<file path="config.mk">
export PLATFORM = sky130hd
export DESIGN_NAME = fib_seq_buffer
export DESIGN_NICKNAME = d
export VERILOG_FILES = /design/src/rtl/fib_seq_pkg.sv /design/src/rtl/fib_seq_ram.sv /design/src/rtl/fib_seq_buffer.sv
export SDC_FILE = /design/constraint.sdc
export NUM_CORES = 2
export LEC_CHECK = 0
export CORE_ASPECT_RATIO = 0.8
export CORE_MARGIN = 1
export CORE_UTILIZATION = 25
export CTS_BUF_LIST = sky130_fd_sc_hd__clkbuf_2
export DETAILED_ROUTE_END_ITERATION = 8
export DONT_BUFFER_PORTS = 1
export PLACE_DENSITY = 0.4
export SYNTH_ARGS = -nofsm -noshare
export SYNTH_HDL_FRONTEND = slang
export SYNTH_SLANG_ARGS = --single-unit
</file>
<file path="constraint.sdc">
create_clock -name clk_i -period 7.2 [get_ports clk_i]
set_clock_uncertainty 0.2 [all_clocks]
set_input_delay 0.36 -clock clk_i [delete_from_list [all_inputs] [get_ports clk_i]]
set_output_delay 0.36 -clock clk_i [all_outputs]
set_load 0.005 [all_outputs]
</file>
<file path="src/rtl/fib_seq_pkg.sv">
// Shared state encoding, default sizes and helpers for the Fibonacci term buffer.
package fib_seq_pkg;

    localparam int unsigned DefaultDataW = 32;
    localparam int unsigned DefaultDepth = 64;

    typedef logic [1:0] state_t;

    localparam state_t StIdle = 2'd0;
    localparam state_t StGen  = 2'd1;
    localparam state_t StDone = 2'd2;

    // Requested term count limited to the buffer depth.
    function automatic int unsigned clamp_n(input int unsigned n, input int unsigned depth);
        return (n > depth) ? depth : n;
    endfunction

endpackage

</file>
<file path="src/rtl/fib_seq_ram.sv">
// Term storage: one synchronous write port and one registered read port.
module fib_seq_ram
    import fib_seq_pkg::*;
#(
    parameter int unsigned DATA_W = DefaultDataW,
    parameter int unsigned DEPTH  = DefaultDepth,
    parameter int unsigned ADDR_W = $clog2(DEPTH)
) (
    input  logic              clk_i,
    input  logic              we_i,
    input  logic [ADDR_W-1:0] waddr_i,
    input  logic [DATA_W-1:0] wdata_i,
    input  logic              re_i,
    input  logic [ADDR_W-1:0] raddr_i,
    output logic [DATA_W-1:0] rdata_o
);

    logic [DATA_W-1:0] mem_q [DEPTH];
    logic [DATA_W-1:0] rdata_q;

    always_ff @(posedge clk_i) begin
        if (we_i) begin
            mem_q[waddr_i] <= wdata_i;
        end
        if (re_i) begin
            rdata_q <= mem_q[raddr_i];
        end
    end

    assign rdata_o = rdata_q;

endmodule

</file>
<file path="src/rtl/fib_seq_buffer.sv">
// Fibonacci term generator with an integrated buffer and a checked read port.
// Optional build macro FIB_SEQ_CHECKSUM_EN adds checksum_o, the per-run sum of stored terms.
module fib_seq_buffer
    import fib_seq_pkg::*;
#(
    parameter int unsigned DATA_W = DefaultDataW,
    parameter int unsigned DEPTH  = DefaultDepth,
    parameter int unsigned ADDR_W = $clog2(DEPTH)
) (
    input  logic              clk_i,
    input  logic              rst_i,
    input  logic              start_i,
    input  logic [ADDR_W:0]   n_i,
    output logic              busy_o,
    output logic              done_o,
    output logic [ADDR_W:0]   count_o,
    output logic              overflow_o,
`ifdef FIB_SEQ_CHECKSUM_EN
    output logic [DATA_W-1:0] checksum_o,
`endif
    input  logic              rd_req_i,
    input  logic [ADDR_W-1:0] rd_addr_i,
    output logic              rd_valid_o,
    output logic [DATA_W-1:0] rd_data_o,
    output logic              rd_err_o
);

    localparam int unsigned CntW = ADDR_W + 1;

    state_t            state_q, state_d;
    logic [ADDR_W:0]   idx_q, idx_d;
    logic [ADDR_W:0]   n_eff_q, n_eff_d;
    logic [ADDR_W:0]   count_q, count_d;
    logic              overflow_q, overflow_d;
    logic [DATA_W-1:0] a_q, a_d;
    // b carries one extra bit; a set MSB marks the next term as unrepresentable.
    logic [DATA_W:0]   b_q, b_d;
    logic [DATA_W:0]   sum;
    logic              start_ok;
    logic              we;
    logic              rd_valid_q;
    logic              rd_err_q;
    logic [DATA_W-1:0] ram_rdata;

    assign start_ok = start_i && ((state_q == StIdle) || (state_q == StDone));
    assign we       = (state_q == StGen) && (idx_q < n_eff_q);
    assign sum      = {1'b0, a_q} + {1'b0, b_q[DATA_W-1:0]};

    always_comb begin
        state_d    = state_q;
        idx_d      = idx_q;
        n_eff_d    = n_eff_q;
        count_d    = count_q;
        overflow_d = overflow_q;
        a_d        = a_q;
        b_d        = b_q;
        if (start_ok) begin
            state_d    = StGen;
            n_eff_d    = CntW'(clamp_n(32'(n_i), DEPTH));
            idx_d      = '0;
            count_d    = '0;
            overflow_d = 1'b0;
            a_d        = '0;
            b_d        = (DATA_W + 1)'(1);
        end else if (state_q == StGen) begin
            if (we) begin
                idx_d   = idx_q + 1'b1;
                count_d = idx_q + 1'b1;
                a_d     = b_q[DATA_W-1:0];
                b_d     = sum;
                if (idx_d == n_eff_q) begin
                    state_d = StDone;
                end else if (b_q[DATA_W]) begin
                    // The following term does not fit, so this write is the last one.
                    overflow_d = 1'b1;
                    state_d    = StDone;
                end
            end else begin
                state_d = StDone;
            end
        end
    end

    always_ff @(posedge clk_i) begin
        if (rst_i) begin
            state_q    <= StIdle;
            idx_q      <= '0;
            n_eff_q    <= '0;
            count_q    <= '0;
            overflow_q <= 1'b0;
            a_q        <= '0;
            b_q        <= '0;
            rd_valid_q <= 1'b0;
            rd_err_q   <= 1'b0;
        end else begin
            state_q    <= state_d;
            idx_q      <= idx_d;
            n_eff_q    <= n_eff_d;
            count_q    <= count_d;
            overflow_q <= overflow_d;
            a_q        <= a_d;
            b_q        <= b_d;
            rd_valid_q <= rd_req_i;
            // The address written this cycle is not yet counted, so it reads as an error.
            rd_err_q   <= rd_req_i && ({1'b0, rd_addr_i} >= count_q);
        end
    end

    fib_seq_ram #(
        .DATA_W (DATA_W),
        .DEPTH  (DEPTH),
        .ADDR_W (ADDR_W)
    ) u_ram (
        .clk_i   (clk_i),
        .we_i    (we),
        .waddr_i (idx_q[ADDR_W-1:0]),
        .wdata_i (a_q),
        .re_i    (rd_req_i),
        .raddr_i (rd_addr_i),
        .rdata_o (ram_rdata)
    );

`ifdef FIB_SEQ_CHECKSUM_EN
    logic [DATA_W-1:0] checksum_q, checksum_d;

    always_comb begin
        checksum_d = checksum_q;
        if (start_ok) begin
            checksum_d = '0;
        end else if (we) begin
            checksum_d = checksum_q + a_q;
        end
    end

    always_ff @(posedge clk_i) begin
        if (rst_i) begin
            checksum_q <= '0;
        end else begin
            checksum_q <= checksum_d;
        end
    end

    assign checksum_o = checksum_q;
`endif

    assign busy_o     = (state_q == StGen);
    assign done_o     = (state_q == StDone);
    assign count_o    = count_q;
    assign overflow_o = overflow_q;
    assign rd_valid_o = rd_valid_q;
    assign rd_err_o   = rd_err_q;
    assign rd_data_o  = (rd_valid_q && !rd_err_q) ? ram_rdata : '0;

endmodule

</file>
Word level (Yosys, flattened, before mapping) --
Memory sizes are Yosys's and may differ from the RTL's. A register that Yosys moved wholly into a read port is not among the register bits. Cells that the tools add are included.
Word-level totals: flip-flop bits (word level) 84, latch bits 0, RAM bits 2048, memory bits (read-only) 0, input bits 17, output and inout bits 44, word-level logic and storage cells 49, memories kept 1
Cells by class: add/subtract/negate cells 2, $mul 0, divide/modulo/power cells 0, magnitude comparators 3, equal/unequal tests 5, shift operators 0, muxes and demuxes 12, bitwise gates (word level) 1, reduce and logical (&&, ||, !) cells 15
Memories:
- u_ram.mem_q | words 64, width 32, rd ports 1, clocked after Yosys merged registers in 1, write ports 1, line fib_seq_ram.sv:18 | logic [DATA_W-1:0] mem_q [DEPTH];
Operators by type and width (count):
- $add 32x32->33 | 1
- $mux 32 | 1
- $reduce_and 2->1 | 4
- $add 7x1->7 const B | 1
- $eq 7x7->1 | 1
- $ge 6x7->1 | 1
- $gt 7x7->1 const B | 1
- $lt 7x7->1 | 1
- $mux 1 | 7
- $mux 7 | 1
- $mux 2 | 3
- $logic_and 1x1->1 | 4
- $ne 4x4->1 const B | 1
- $reduce_and 4->1 | 1
- $reduce_bool 2->1 | 2
- $ne 3x3->1 const B | 1
- $eq 2x1->1 const B | 1
- $eq 2x2->1 const B | 1
- $logic_not 2->1 | 1
- $reduce_or 2->1 | 1
- $logic_not 1->1 | 1
- $logic_or 1x1->1 | 1
- $not 1->1 | 1

Longest topological paths before layout --
word-level depth 6, gate-level depth with buffers 14, depth with buffers taken out 10

By module --
A second synthesis with hierarchy kept.
Second synthesis, totals: cell total of the unflattened synthesis 4002, area total of the unflattened synthesis 84099.4 µm²
Modules (own cells, without submodules):
- fib_seq_ram | instances 1, cells each 3324, area an instance 78835.6 µm², seq. area each 62459.9 µm²
- fib_seq_buffer | instances 1, cells each 678, area an instance 5263.8 µm², seq. area each 1681.6 µm²

Worst setup path before layout --
Ideal clock, no wire load.
path type reg-to-reg, from register n_eff_q[5], to memory u_ram.mem_q[40][0] (netlist bit) (enable), library setup time 502 ps, arrival time 4898 ps, data required time 6498 ps, slack 1600 ps, stages on the path, launching flop included 8, buffers on the path 2, period minus slack after synthesis 5600 ps, cell sequence dfxtp_1 -> inv_1 -> ha_1 -> or4_1 -> o21a_1 -> clkbuf_1 -> clkbuf_1 -> nor4_1
Between the ends: word-level cells in the longest chain between the ends 4
Ends and longest elaborated chain:
- from (decl) | line fib_seq_buffer.sv:32 | logic [ADDR_W:0] n_eff_q, n_eff_d;
- from (signal assigned) | line fib_seq_buffer.sv:98 | n_eff_q <= n_eff_d;
- $lt 7x7->1 | line fib_seq_buffer.sv:46 | assign we = (state_q == StGen) && (idx_q < n_eff_q);
- $logic_and 1x1->1 | line fib_seq_buffer.sv:46
- $mux 1 | line fib_seq_ram.sv:22 | if (we_i) begin
- $mux 1 (implied by the code) | line fib_seq_ram.sv:23 | mem_q[waddr_i] <= wdata_i;
- to (decl) | line fib_seq_ram.sv:18
Every way passes these cells.

==> run metrics <==
final worst-path cycle share 0.683; crit start category flop; initial antenna violation count 42; CP arrival 6000 ps; clock power share 0.368; R2R depth 11; post-synthesis sequential area ratio 0.762; largest net degree at the start of global routing 317; combinational fraction of design power 0.048; final WL 274 mm; cells resized by post-CTS repair 0; DP Cell Count 8158; CP Capture Type flop; Post-synth EDFFs 2080; Reg power frac 0.584; Max Freq 0.203 GHz; class of the worst hold path in2reg; Worst path slowest cell dlygate4sd3_1; Synth Flop Type edfxtp_1; Slew Limit Fails 0; slew margin rel. 0.0290; DR vias 43283; worst-skew pair later-pin latency 1620 ps; Finished Core Util 0.289; antenna viol nets, final 0; Starting Density 0.251; drt pass-1 iters 5; I/O pin cnt 61; global-route wire length before repair 371 mm; CTS tree yes; via/cell ratio 4.70; clock-pin slew on the worst setup and hold paths 110 ps; top fanout value on the critical path 2; CP dominant cell by count dlygate4sd3_1; post-synthesis async set-or-reset flop share 0; ratio of cells with drive above 1 in the final layout 0.351; max cap viols 0; Switching Share 0.246; grt ovf 0; status completed; Clock Tree Root clkbuf_2; RSZ-0062 raised after global routing false; setup_tns 0 ps; CP max stage delay 670 ps; clock sinks 2164; # DRC 0; post-synth cell types 52; Leak Pwr 31.1 nW; syn_area_per_cell 21.9 sq um; routability cong. 0.760; commonest cells after routing, fill and taps aside edfxtp_1 (2080), clkbuf_2 (780), mux4_2 (622); Nets 4501; Synth warnings 0; Post-Layout Cell Count 9213; PwrDens 241 nW/um^2; drt wl/cell 29.7 um; die height 521 um; net switching power figure 5.75 mW; vias in the first global route 43658; Slew @ Worst Pin 1450 ps; total CTS buffers 550; worst path cell trace mux4_2, nor2b_1, dlygate4sd3_1, a211oi_1, dlygate4sd3_1, a211oi_1, dlygate4sd3_1, o21ai_1, dlygate4sd3_1, a21oi_1, dlygate4sd3_1; synthesized area 84100 sq um; Hold Fails Final Rpt 0; die area 339000 sq um; internal power 17.6 mW; Final Setup Violations 0; Post-Syn Instances 3847; Tot Pwr 23.3 mW; critical path required time 8280 ps; initial DRC count 4433; Crit Path Category reg2reg; chip width 651 um; syn_nets 3911; Layout area overhead 14.9%; most common cell after layout, fill and taps aside edfxtp_1; I/O Buffers 0; Worst VDD drop 0.0999 mV; H-tree depth 6; CTS Buffer Depth 4; fin crit period 4920 ps; hold path depth 5; DP HPWL 142 mm; Cell Rows 190; core area 335000 sq um; GRT Resource Usage Total 0.159; flops & latches, synth 2164
[power by group through the flow]
stage                     sequential, mW  combinational (mW)  clock (mW)
after CTS                           13.6                1.13        8.94
final                               13.6                1.12        8.58
after detailed placement            13.9               0.838           0
after global placement              13.9               0.842           0
after floorplan                     13.9               0.643           0
after global routing                13.6                1.16        9.52
[synth_stat cells (all sizes together), types with 3 or more instances]
library cell	count	area, sq um
edfxtp	2080	62500
mux2i	34	340
o21bai	6	45.0
o22ai	28	175
o211ai	8	60.1
clkbuf	122	458
nor2b	28	175
nor2	74	278
nand2	146	548
nand3	29	145
xnor2	25	219
and2	33	206
buf	88	468
dfxtp	84	1680
a31oi	7	43.8
or3	9	56.3
nor3b	3	22.5
a21o	7	52.6
ha	46	576
a21boi	3	22.5
a21oi	121	606
o21a	3	22.5
o21ai	69	345
xor2	11	96.3
nor3	18	90.1
a211oi	42	315
mux4	622	14000
nand2b	7	43.8
nand4	13	81.3
nor4	36	225
inv	22	82.6
[flip-flops by register name (all words and copies together) (netlist names)]
register       count
count_o            7
rd_err_o           1
u_ram.rdata_o     32
overflow_o         1
a_q               32
state_q            2
n_eff_q            7
u_ram.mem_q     2048
b_q               33
rd_valid_o         1
[final cells by class]
class / instances / area (sq um)
Fill cell: 32964 / 238000
Sequential cell: 2164 / 64200
Clock inverter: 108 / 908
Antenna cell: 24 / 60.1
Clock buffer: 780 / 3900
Multi-Input combinational cell: 1449 / 19500
Timing Repair Buffer: 248 / 2500
Inverter: 24 / 90.1
Tap cell: 4416 / 5530
[critical path: cells and delay by family (launching register included)]
kind	cells	cell delay (ps)
flops	1	370
buf+inv	5	3020
compound gates	4	430
mux	1	460
simple gates	1	150
[worst paths after layout]
path,endpoint,slack [ps],startpoint
max,u_ram.rdata_o[26],2280,u_ram.mem_q[43][26]
min,u_ram.rdata_o[18],210,rd_addr_i[0]
min reg2reg,a_q[25],270,b_q[25]
max reg2reg,u_ram.rdata_o[26],2280,u_ram.mem_q[43][26]
[per-stage QoR]
stage / area (sq um) / worst slack [ps] / hold WS (ps)
6_report: 96700 / 2280 / 205
5_1_grt: 96600 / 2140 / 18.0
4_1_cts: 96500 / 2240 / 5.61
3_5_place_dp: 90100 / 2360 / 237
3_3_place_gp: 90100 / 2430 / 233
2_1_floorplan: 84100 / 1600 / 229
[what timing repair did]
item	CTS	global route
endpoints found under the hold margin	148	0
buffers inserted	0	0
hold buffers	140	0
[cells by family (layout without fill, tap and decap cells)]
group | Yosys count | after routing | share of synthesized area
AO/OA/AOI/OAI | 309 | 309 | 0.0216
XOR/XNOR | 36 | 36 | 0.00375
adder cells (fa/ha/maj) | 47 | 47 | 0.00708
buffers and inverters | 234 | 1160 | 0.0121
flip-flops | 2164 | 2164 | 0.762
multiplexers | 656 | 656 | 0.171
other | 0 | 24 | 0
AND/OR/NAND/NOR | 401 | 401 | 0.0226
[per-layer routing]
| layer | global-route usage | vias to the layer above | share of wire |
|---|---|---|---|
| met3 | 0.0364 | 351 | 0.067 |
| li1 | - | 17728 | - |
| met1 | 0.237 | 23620 | 0.48 |
| met2 | 0.231 | 1576 | 0.44 |
| met5 | 0 | - | 0.00021 |
| met4 | 0.0401 | 8 | 0.020 |
Power figures use the tool's default switching activity.
